<file path="config.mk">
export PLATFORM = sky130hd
export DESIGN_NAME = simon_playback_sequencer
export DESIGN_NICKNAME = d
export VERILOG_FILES = /design/src/rtl/simon_pkg.sv /design/src/rtl/simon_down_counter.sv /design/src/rtl/simon_playback_sequencer.sv
export SDC_FILE = /design/constraint.sdc
export NUM_CORES = 1
export LEC_CHECK = 0
export ABC_AREA = 1
export ABC_CLOCK_PERIOD_IN_PS = 1900
export CAP_MARGIN = 0
export CORE_MARGIN = 4
export CORE_UTILIZATION = 50
export DETAILED_ROUTE_END_ITERATION = 8
export PLACE_DENSITY = 0.73
export SYNTH_ARGS = -nofsm -noshare
export SYNTH_HDL_FRONTEND = slang
export SYNTH_SLANG_ARGS = --single-unit
</file>
<file path="constraint.sdc">
create_clock -name clk -period 1.9 [get_ports clk]
set_input_delay 0.285 -clock clk [delete_from_list [all_inputs] [get_ports clk]]
set_output_delay 0.285 -clock clk [all_outputs]
set_load 0.01 [all_outputs]
</file>
<file path="src/rtl/simon_pkg.sv">
// Shared Simon definitions: playback sequencer state encoding and LED mode constants
// shared with the top-level controller.
package simon_pkg;

  localparam int unsigned PB_STATE_W = 3;
  localparam int unsigned LED_MODE_W = 2;

  typedef enum logic [PB_STATE_W-1:0] {
    PB_IDLE   = 3'd0,
    PB_FETCH  = 3'd1,
    PB_SHOW   = 3'd2,
    PB_GAP    = 3'd3,
    PB_FINISH = 3'd4
  } pb_state_e;

  typedef enum logic [LED_MODE_W-1:0] {
    LED_OFF      = 2'd0,
    LED_PLAYBACK = 2'd1,
    LED_PLAYER   = 2'd2,
    LED_FAIL     = 2'd3
  } led_mode_e;

  function automatic logic pb_is_busy(input pb_state_e s);
    return (s != PB_IDLE);
  endfunction

endpackage

</file>
<file path="src/rtl/simon_down_counter.sv">
// Loadable down-counter that saturates at zero; zero flags the terminal count.
module simon_down_counter #(
  parameter int unsigned CNT_W = 25
) (
  input  logic             clk,
  input  logic             rst,
  input  logic             load,
  input  logic [CNT_W-1:0] load_val,
  input  logic             en,
  output logic             zero
);

  logic [CNT_W-1:0] r_count;

  always_ff @(posedge clk or posedge rst) begin
    if (rst) begin
      r_count <= '0;
    end else if (load) begin
      r_count <= load_val;
    end else if (en && (r_count != '0)) begin
      r_count <= r_count - CNT_W'(1);
    end
  end

  assign zero = (r_count == '0);

endmodule

</file>
<file path="src/rtl/simon_playback_sequencer.sv">
// Steps pattern memory readback for Simon playback: fetch, hold on display, blank gap,
// repeat up to the latched last address, then pulse done.
module simon_playback_sequencer
  import simon_pkg::*;
#(
  parameter int unsigned ADDR_W      = 6,
  parameter int unsigned CNT_W       = 25,
  parameter int unsigned HOLD_CYCLES = 25000000,
  parameter int unsigned GAP_CYCLES  = 12500000
) (
  input  logic              clk,
  input  logic              rst,
  input  logic              start,
  input  logic              abort,
  input  logic [ADDR_W-1:0] last_addr,
  output logic [ADDR_W-1:0] rd_addr,
  output logic              rd_en,
  output logic              show,
  output logic              busy,
  output logic              done
);

  localparam logic [CNT_W-1:0] HOLD_LOAD = CNT_W'(HOLD_CYCLES - 1);
  localparam logic [CNT_W-1:0] GAP_LOAD  = CNT_W'(GAP_CYCLES - 1);

  pb_state_e         r_state;
  pb_state_e         w_state_next;
  logic [ADDR_W-1:0] r_rd_addr;
  logic [ADDR_W-1:0] w_rd_addr_next;
  logic [ADDR_W-1:0] r_last_q;
  logic [ADDR_W-1:0] w_last_next;
  logic              w_tmr_load;
  logic [CNT_W-1:0]  w_tmr_load_val;
  logic              w_tmr_en;
  logic              w_tmr_zero;

  simon_down_counter #(
    .CNT_W (CNT_W)
  ) u_timer (
    .clk      (clk),
    .rst      (rst),
    .load     (w_tmr_load),
    .load_val (w_tmr_load_val),
    .en       (w_tmr_en),
    .zero     (w_tmr_zero)
  );

  // Next-state, register-next and Moore output decode
  always_comb begin
    w_state_next   = r_state;
    w_rd_addr_next = r_rd_addr;
    w_last_next    = r_last_q;
    w_tmr_load     = 1'b0;
    w_tmr_load_val = '0;
    w_tmr_en       = 1'b0;
    rd_en          = 1'b0;
    show           = 1'b0;
    done           = 1'b0;
    busy           = pb_is_busy(r_state);

    case (r_state)
      PB_IDLE: begin
        if (start && !abort) begin
          w_state_next   = PB_FETCH;
          w_rd_addr_next = '0;
          w_last_next    = last_addr;
        end
      end
      PB_FETCH: begin
        rd_en          = 1'b1;
        w_tmr_load     = 1'b1;
        w_tmr_load_val = HOLD_LOAD;
        w_state_next   = PB_SHOW;
      end
      PB_SHOW: begin
        show     = 1'b1;
        w_tmr_en = 1'b1;
        if (w_tmr_zero) begin
          if (r_rd_addr == r_last_q) begin
            w_state_next = PB_FINISH;
          end else begin
            w_state_next   = PB_GAP;
            w_tmr_load     = 1'b1;
            w_tmr_load_val = GAP_LOAD;
          end
        end
      end
      PB_GAP: begin
        w_tmr_en = 1'b1;
        if (w_tmr_zero) begin
          w_state_next   = PB_FETCH;
          w_rd_addr_next = r_rd_addr + ADDR_W'(1);
        end
      end
      PB_FINISH: begin
        done         = 1'b1;
        w_state_next = PB_IDLE;
      end
      default: begin
        w_state_next = PB_IDLE;
      end
    endcase

    // Abort overrides every transition and freezes the read address
    if (abort && (r_state != PB_IDLE)) begin
      w_state_next   = PB_IDLE;
      w_rd_addr_next = r_rd_addr;
      w_tmr_load     = 1'b0;
      w_tmr_en       = 1'b0;
    end
  end

  // State, read address and last-entry registers
  always_ff @(posedge clk or posedge rst) begin
    if (rst) begin
      r_state   <= PB_IDLE;
      r_rd_addr <= '0;
      r_last_q  <= '0;
    end else begin
      r_state   <= w_state_next;
      r_rd_addr <= w_rd_addr_next;
      r_last_q  <= w_last_next;
    end
  end

  assign rd_addr = r_rd_addr;

endmodule

</file>
== Word-level counts from Yosys, hierarchy flattened ==
Cells that the tools add are included.

* Add/subtract/negate cells: 2
* $mul: 0
* Divide/modulo/power cells: 0
* $lt $le $gt $ge: 0
* Eq/ne operators: 10
* Shift-type cells: 0
* Muxes and demuxes: 23
* Bitwise gates (word level): 1
* Reductions and logical operators: 14

{| class="wikitable"
|+ Operators with widths
! operator !! number
|-
| 2-to-1 mux 25 bit || 2
|-
| one-hot mux 25 bit (2 select lines) || 1
|-
| 2-to-1 mux 24 bit || 2
|-
| zero test 25 bit || 1
|-
| nonzero test 25 bit || 1
|-
| subtractor 25 x 1 -> 25 bit, second input constant || 1
|-
| 2-to-1 mux 3 bit || 5
|-
| 2-to-1 mux 6 bit || 2
|-
| one-hot mux 3 bit (4 select lines) || 1
|-
| one-hot mux 6 bit (2 select lines) || 1
|-
| 2-to-1 mux 1 bit || 8
|-
| adder 6 x 1 -> 6 bit, second input constant || 1
|-
| == test 3 x 2 -> 1 bit, second input constant || 2
|-
| == test 6 bit || 1
|-
| != test 3 x 2 -> 1 bit, second input constant || 2
|-
| AND reduction 4 bit || 1
|-
| nonzero test 2 bit || 2
|-
| == test 3 x 1 -> 1 bit, second input constant || 1
|-
| == test 3 bit, second input constant || 1
|-
| logical AND 1 bit || 3
|-
| zero test 3 bit || 1
|-
| != test 3 bit, second input constant || 1
|-
| AND reduction 3 bit || 1
|-
| nonzero test 3 bit || 1
|-
| 7 further kinds || 7
|}

* Flip-flop bits (word level): 40
* Latch bits: 0
* Bits in writable memories: 0
* Bits in read-only memories: 0
* Bits of input ports: 10
* Output and inout port bits: 10
* Word-level logic and storage cells: 54
* Memories: 0

== Depth between registers and ports, before layout ==
* Depth after elaboration: 7
* Depth in mapped cells: 13
* Depth with buffers taken out: 12

== Hierarchy ==
Synthesis repeated with hierarchy kept, for this count alone.

* Cells, all modules: 445
* Area, all modules: 2970.3 um^2

{| class="wikitable"
|+ Modules (own cells, without submodules)
! module !! instances !! cells an instance !! area an instance (um^2) !! seq. area each (um^2)
|-
| simon_down_counter || 1 || 305 || 2010.7 || 625.6
|-
| simon_playback_sequencer || 1 || 140 || 959.7 || 375.4
|}

== Least setup slack after synthesis ==
No wires, ideal clock.

* Path type: reg2reg
* Start: reg u_timer.r_count[0]
* End: reg u_timer.r_count[5]
* Library setup time: 116 ps
* Arrival: 1664 ps
* Data required time: 1784 ps
* Setup slack: 119 ps
* Stages on the path, launching flop included: 13
* Path buffers: 1
* Period minus slack after synthesis: 1781 ps
* Cells stage by stage: dfrtp_1 > inv_1 > ha_1 > nand3_2 > nor2_4 > nand2_2 > nor2_4 > inv_2 > nor2_8 > nor2_8 > buf_6 > nand3_1 > nand2_1

* Longest elaborated chain between the ends: 5
* Elaborated cells on any way between the ends: 12
* Classes of those cells: add/sub (1); mux (7); reduce/logical (4)

{| class="wikitable"
|+ RTL lines
! element !! line !! text
|-
| start: declaration || simon_down_counter.sv:13 || <nowiki>logic [CNT_W-1:0] r_count;</nowiki>
|-
| start signal: assignment || simon_down_counter.sv:19 || <nowiki>r_count <= load_val;</nowiki>
|-
| start signal: assignment || simon_down_counter.sv:21 || <nowiki>r_count <= r_count - CNT_W'(1);</nowiki>
|-
| branches (longest 5 deep; another with subtractor 25 x 1 -> 25 bit) || -- ||
|}

Parallel ways; which one is timed is not known. The select of a mux whose other input is x is not followed.
A chain may end at the register's enable or synchronous reset.

== Final worst setup path ==
* Start: reg u_timer.r_count[14]
* End: reg u_timer.r_count[14]

The elaborated chain is that of the path after synthesis.

==> results.md <==
Status:
- The flow ran to the end, and the final reports show no timing, DRC or antenna violations.

Hold path:
- The min-delay analysis places its worst path in the category input port to async pin.

Timing:
- In this run the tightest slew margin relative to its limit is 0.658.
- The slew at the pin closest to its max-slew limit is 512 ps.
- The number of pins exceeding their max-slew limit in the final report came to 0.
- The final worst hold slack is 405 ps.
- The worst path in the final design needs a cycle of roughly 1900 ps, including I/O delays and setup.
- The largest clock skew in the final design is about 4.9 ps.
- Setup violations remaining at the end of the flow were counted as 0.
- The number of hold violations in the final report came to 0.
- Setup repair after global routing could not meet its margin everywhere.
- For this run, the top clock speed supported by timing is 533 MHz.
- The final period utilization is 0.988.

Synthesis:
- The sequential cell area fraction in the yosys report is 0.396.
- Yosys printed 0 warnings.
- Among all flip-flop cells after synthesis, the most frequent one is dfrtp_1.
- The commonest cells after synthesis are nand2_1, inv_1, dfrtp_1.
- The netlist uses 28 different library cells.
- Of the post-synthesis cell area, the dominant cell type holds 0.396.
- Of all cell types, the one taking the most synthesized area is dfrtp_1.
- In this run, synthesis inferred 0 flip-flops with an integrated enable.
- The post-synthesis sequential element count is 40.
- After synthesis, the share of flip-flops with an asynchronous set or reset is 1.00.
- Synthesis produced a netlist with a net count of 366.
- The synthesized netlist occupies a cell area of 0.00253 mm².
- The post-synthesis cell count is between 300 and 400.
- Yosys instantiated no cell more often than nand2_1.
- The mean cell area of the mapped netlist is 7.14 µm².
- Ranked by total cell area, the synthesized netlist is headed by dfrtp_1, nand2_1, nand3_1.

Drt:
- The count of nets left with antenna violations after detail routing is 0.
- Dividing the detail-routed wire length by the instance count gives 14.5 µm.
- The number of detailed-routing iterations run before antenna repair is 5.
- The detailed-route wire length is between 6 and 7 mm.
- The overall via count from detail_route is 2541.
- The post-detailed-route DRC marker count is 0.
- The number of vias per cell after detailed routing is ~5.4.
- The starting DRC count in detailed routing is approximately 200.

Final layout:
- Measured on the finished design, the core utilization comes to 0.681.
- The layout overhead on the synthesized area is 29.9%.
- For this run, the number of standard cells in the final layout without fillers is 474.
- The finished cells cover 0.00328 mm².
- The antenna diode count is 0.
- Of the cells placed in the final design, the portion with a size suffix greater than 1 is 0.233.
- In the final design database the tool counted 418 nets.

Global route:
- Entering global routing, the biggest net connects 41 pins.
- The global-route wire length before repair is 10.4 mm.
- The total overflow left after global routing is 0.
- The via count of the first global-routing pass is 2327.
- For this run, the total global-route usage over all layers was measured as 0.212.
- The number of antenna violations at the first check in global routing is 0.

Setup path:
- The critical path is of the flip-flop to flip-flop type.
- STA classifies the critical path endpoint as a flip-flop.
- For this design, the slowest cell found on the critical path is dfrtp_1.
- On the worst path, the slowest cell contributes a delay of 460 ps.
- The type of element launching the critical path is a flip-flop.
- Along the worst path, the maximum fanout reaches 8.
- The required time of the critical path is 2090 ps.
- The arrival time of data at the critical path endpoint is a little over 2000 ps.
- The startpoint identified for the worst register-to-register timing path is u_timer.r_count[14].
- Traced cell by cell, the critical path runs through nor2_4, nand2_1, nor2_4, nand2_2, nor2_4, inv_2, nor2_8, nor2_8, buf_12, nand3_1, nand2_1.
- The most critical setup path has its startpoint at u_timer.r_count[14].
- The most numerous cell type found on the critical path is nor2_4.

Clocking:
- In this run the number of H-tree levels came out at 2.
- Clock-pin slew was measured on the worst setup and hold paths at approximately 80 ps.
- Clock tree synthesis selected as its root buffer the cell clkbuf_8.
- CTS saw 40 sinks.
- The clock passes through at most 2 buffers.
- After clock tree synthesis, the flow added hold-fix buffers numbering 0.
- TritonCTS built the clock tree.
- Clock latency on the worst-skew pair, taken at its later pin, is 300 ps.
- The total CTS buffers is 5.

Floorplan:
- The starting utilization of the core area is 0.524.
- After floorplanning, the core was sized to cover 0.00482 mm².
- The overall die height is 79.1 µm.
- The row count is 25.
- The die area is 0.00625 mm².
- Measured along the x axis, the die boundary spans 79.1 µm.
- 20 I/O pins were placed.

Pwr:
- For this design the total switching power over the nets is ~1.5 mW.
- In this run the static leakage power is roughly 1.6 nW.
- The fraction of power consumed by sequential logic is 0.351.
- The proportion of power drawn by combinational gates is 0.474.
- The cell internal power dissipation is 1.98 mW.
- The share of total power dissipated in the clock network is 0.175.
- The design draws approximately 3.4 mW.
- In this run the power density over the cells is 1050 mW/mm².
- Of the total power, the share spent switching nets is 0.424.
- VDD sags by at most 0.624 mV.

Flow run:
- The reported max-cap violation count is 0.

Place:
- The final HPWL from detailed placement is 4.51 mm.
- At the end of routability-driven placement, the weighted congestion stood at 0.885.
- Once placement finished, the instance area stood at approximately 0.0029 mm².
- Including well taps, the total number of placed cells is between 400 and 500.
- The total of buffers placed on input and output ports is 19.
[final timing paths]
| check | cells past startpoint | slack [ps] | to |
|---|---|---|---|
| min reg2reg | 1 | 510 | u_timer.r_count[2] |
| max reg2reg | 11 | 20 | u_timer.r_count[14] |
| min | 3 | 400 | r_last_q[2] |
| max | 11 | 20 | u_timer.r_count[14] |
| max in group asynchronous | 3 | 1110 | u_timer.r_count[8] |
| min in group clk | 1 | 510 | u_timer.r_count[2] |
[critical path: cells and delay by family, from the launching register on]
| family | cells | cell delay [ps] |
|---|---|---|
| simple gates | 9 | 1080 |
| buf+inv | 2 | 230 |
| flops | 1 | 460 |
[metrics by stage]
step                worst slack, ps  TNS, ps
floorplan                       119        0
global placement               20.5        0
detailed placement            -91.4     -585
CTS                            11.8        0
global route                  -86.6     -989
finish                         22.9        0
[metal layers]
layer / global-route usage / share of wire / vias to the layer above
li1: - / - / 1227
met1: 0.268 / 0.42 / 1184
met2: 0.361 / 0.50 / 92
met3: 0.0295 / 0.048 / 38
met4: 0.0945 / 0.040 / 0
met5: 0 / 0 / -
[cells by family (layout without fill, tap and decap cells)]
logic type | count (synthesis) | after routing | synth area share
xor gates and xnor gates | 12 | 12 | 0.0416
AOI/OAI and AO/OA | 36 | 36 | 0.0733
DFF | 40 | 40 | 0.396
buffers and inverters | 54 | 105 | 0.0887
adders and majority gates | 2 | 2 | 0.00990
and+or+nand+nor | 210 | 212 | 0.390
[state kept, by name, summed over array words and instances, names as in the netlist]
register	cells
r_state	3
rd_addr	6
u_timer.r_count	25
r_last_q	6
[placed cells by master, fill, tap and decap left out, types with 4 or more instances in the layout]
cell	n
nor2_1	34
inv_2	5
o21ai_1	5
a21oi_1	5
nand2_4	4
inv_1	40
dfrtp_1	39
nor2_2	10
nand2_1	83
buf_4	26
nand4_1	5
nand2_2	13
nand3_2	5
nand3b_1	4
o21ai_0	19
clkdlybuf4s50_1	17
clkbuf_8	6
nor3_1	8
xor2_1	8
nand3_1	34
xnor2_1	4
nor2_4	7
a21oi_2	4
[area by class of cell]
| type | count | area (µm²) |
|---|---|---|
| fill | 411 | 1540 |
| clock buffer | 8 | 90.1 |
| timing repair inverter | 1 | 7.51 |
| multi-input combinational | 262 | 1460 |
| tap | 67 | 83.8 |
| timing repair buffer | 50 | 460 |
| inverter | 46 | 176 |
| sequential | 40 | 1000 |
[power groups by stage]
stage | Clock, mW | Combinational, mW | Sequential [mW]
3_3_place_gp | 0 | 1.24 | 1.20
2_1_floorplan | 0 | 0.878 | 1.19
4_1_cts | 0.614 | 1.28 | 1.19
3_5_place_dp | 0 | 1.26 | 1.20
5_1_grt | 0.640 | 1.77 | 1.24
6_report | 0.603 | 1.63 | 1.21
[repair_timing]
item	CTS	global route
cloned	0	3
pin swaps	3	13
buffers inserted	2	9
setup endpoints to repair	23	32
resized for setup	6	45
Power figures use the tool's default switching activity.
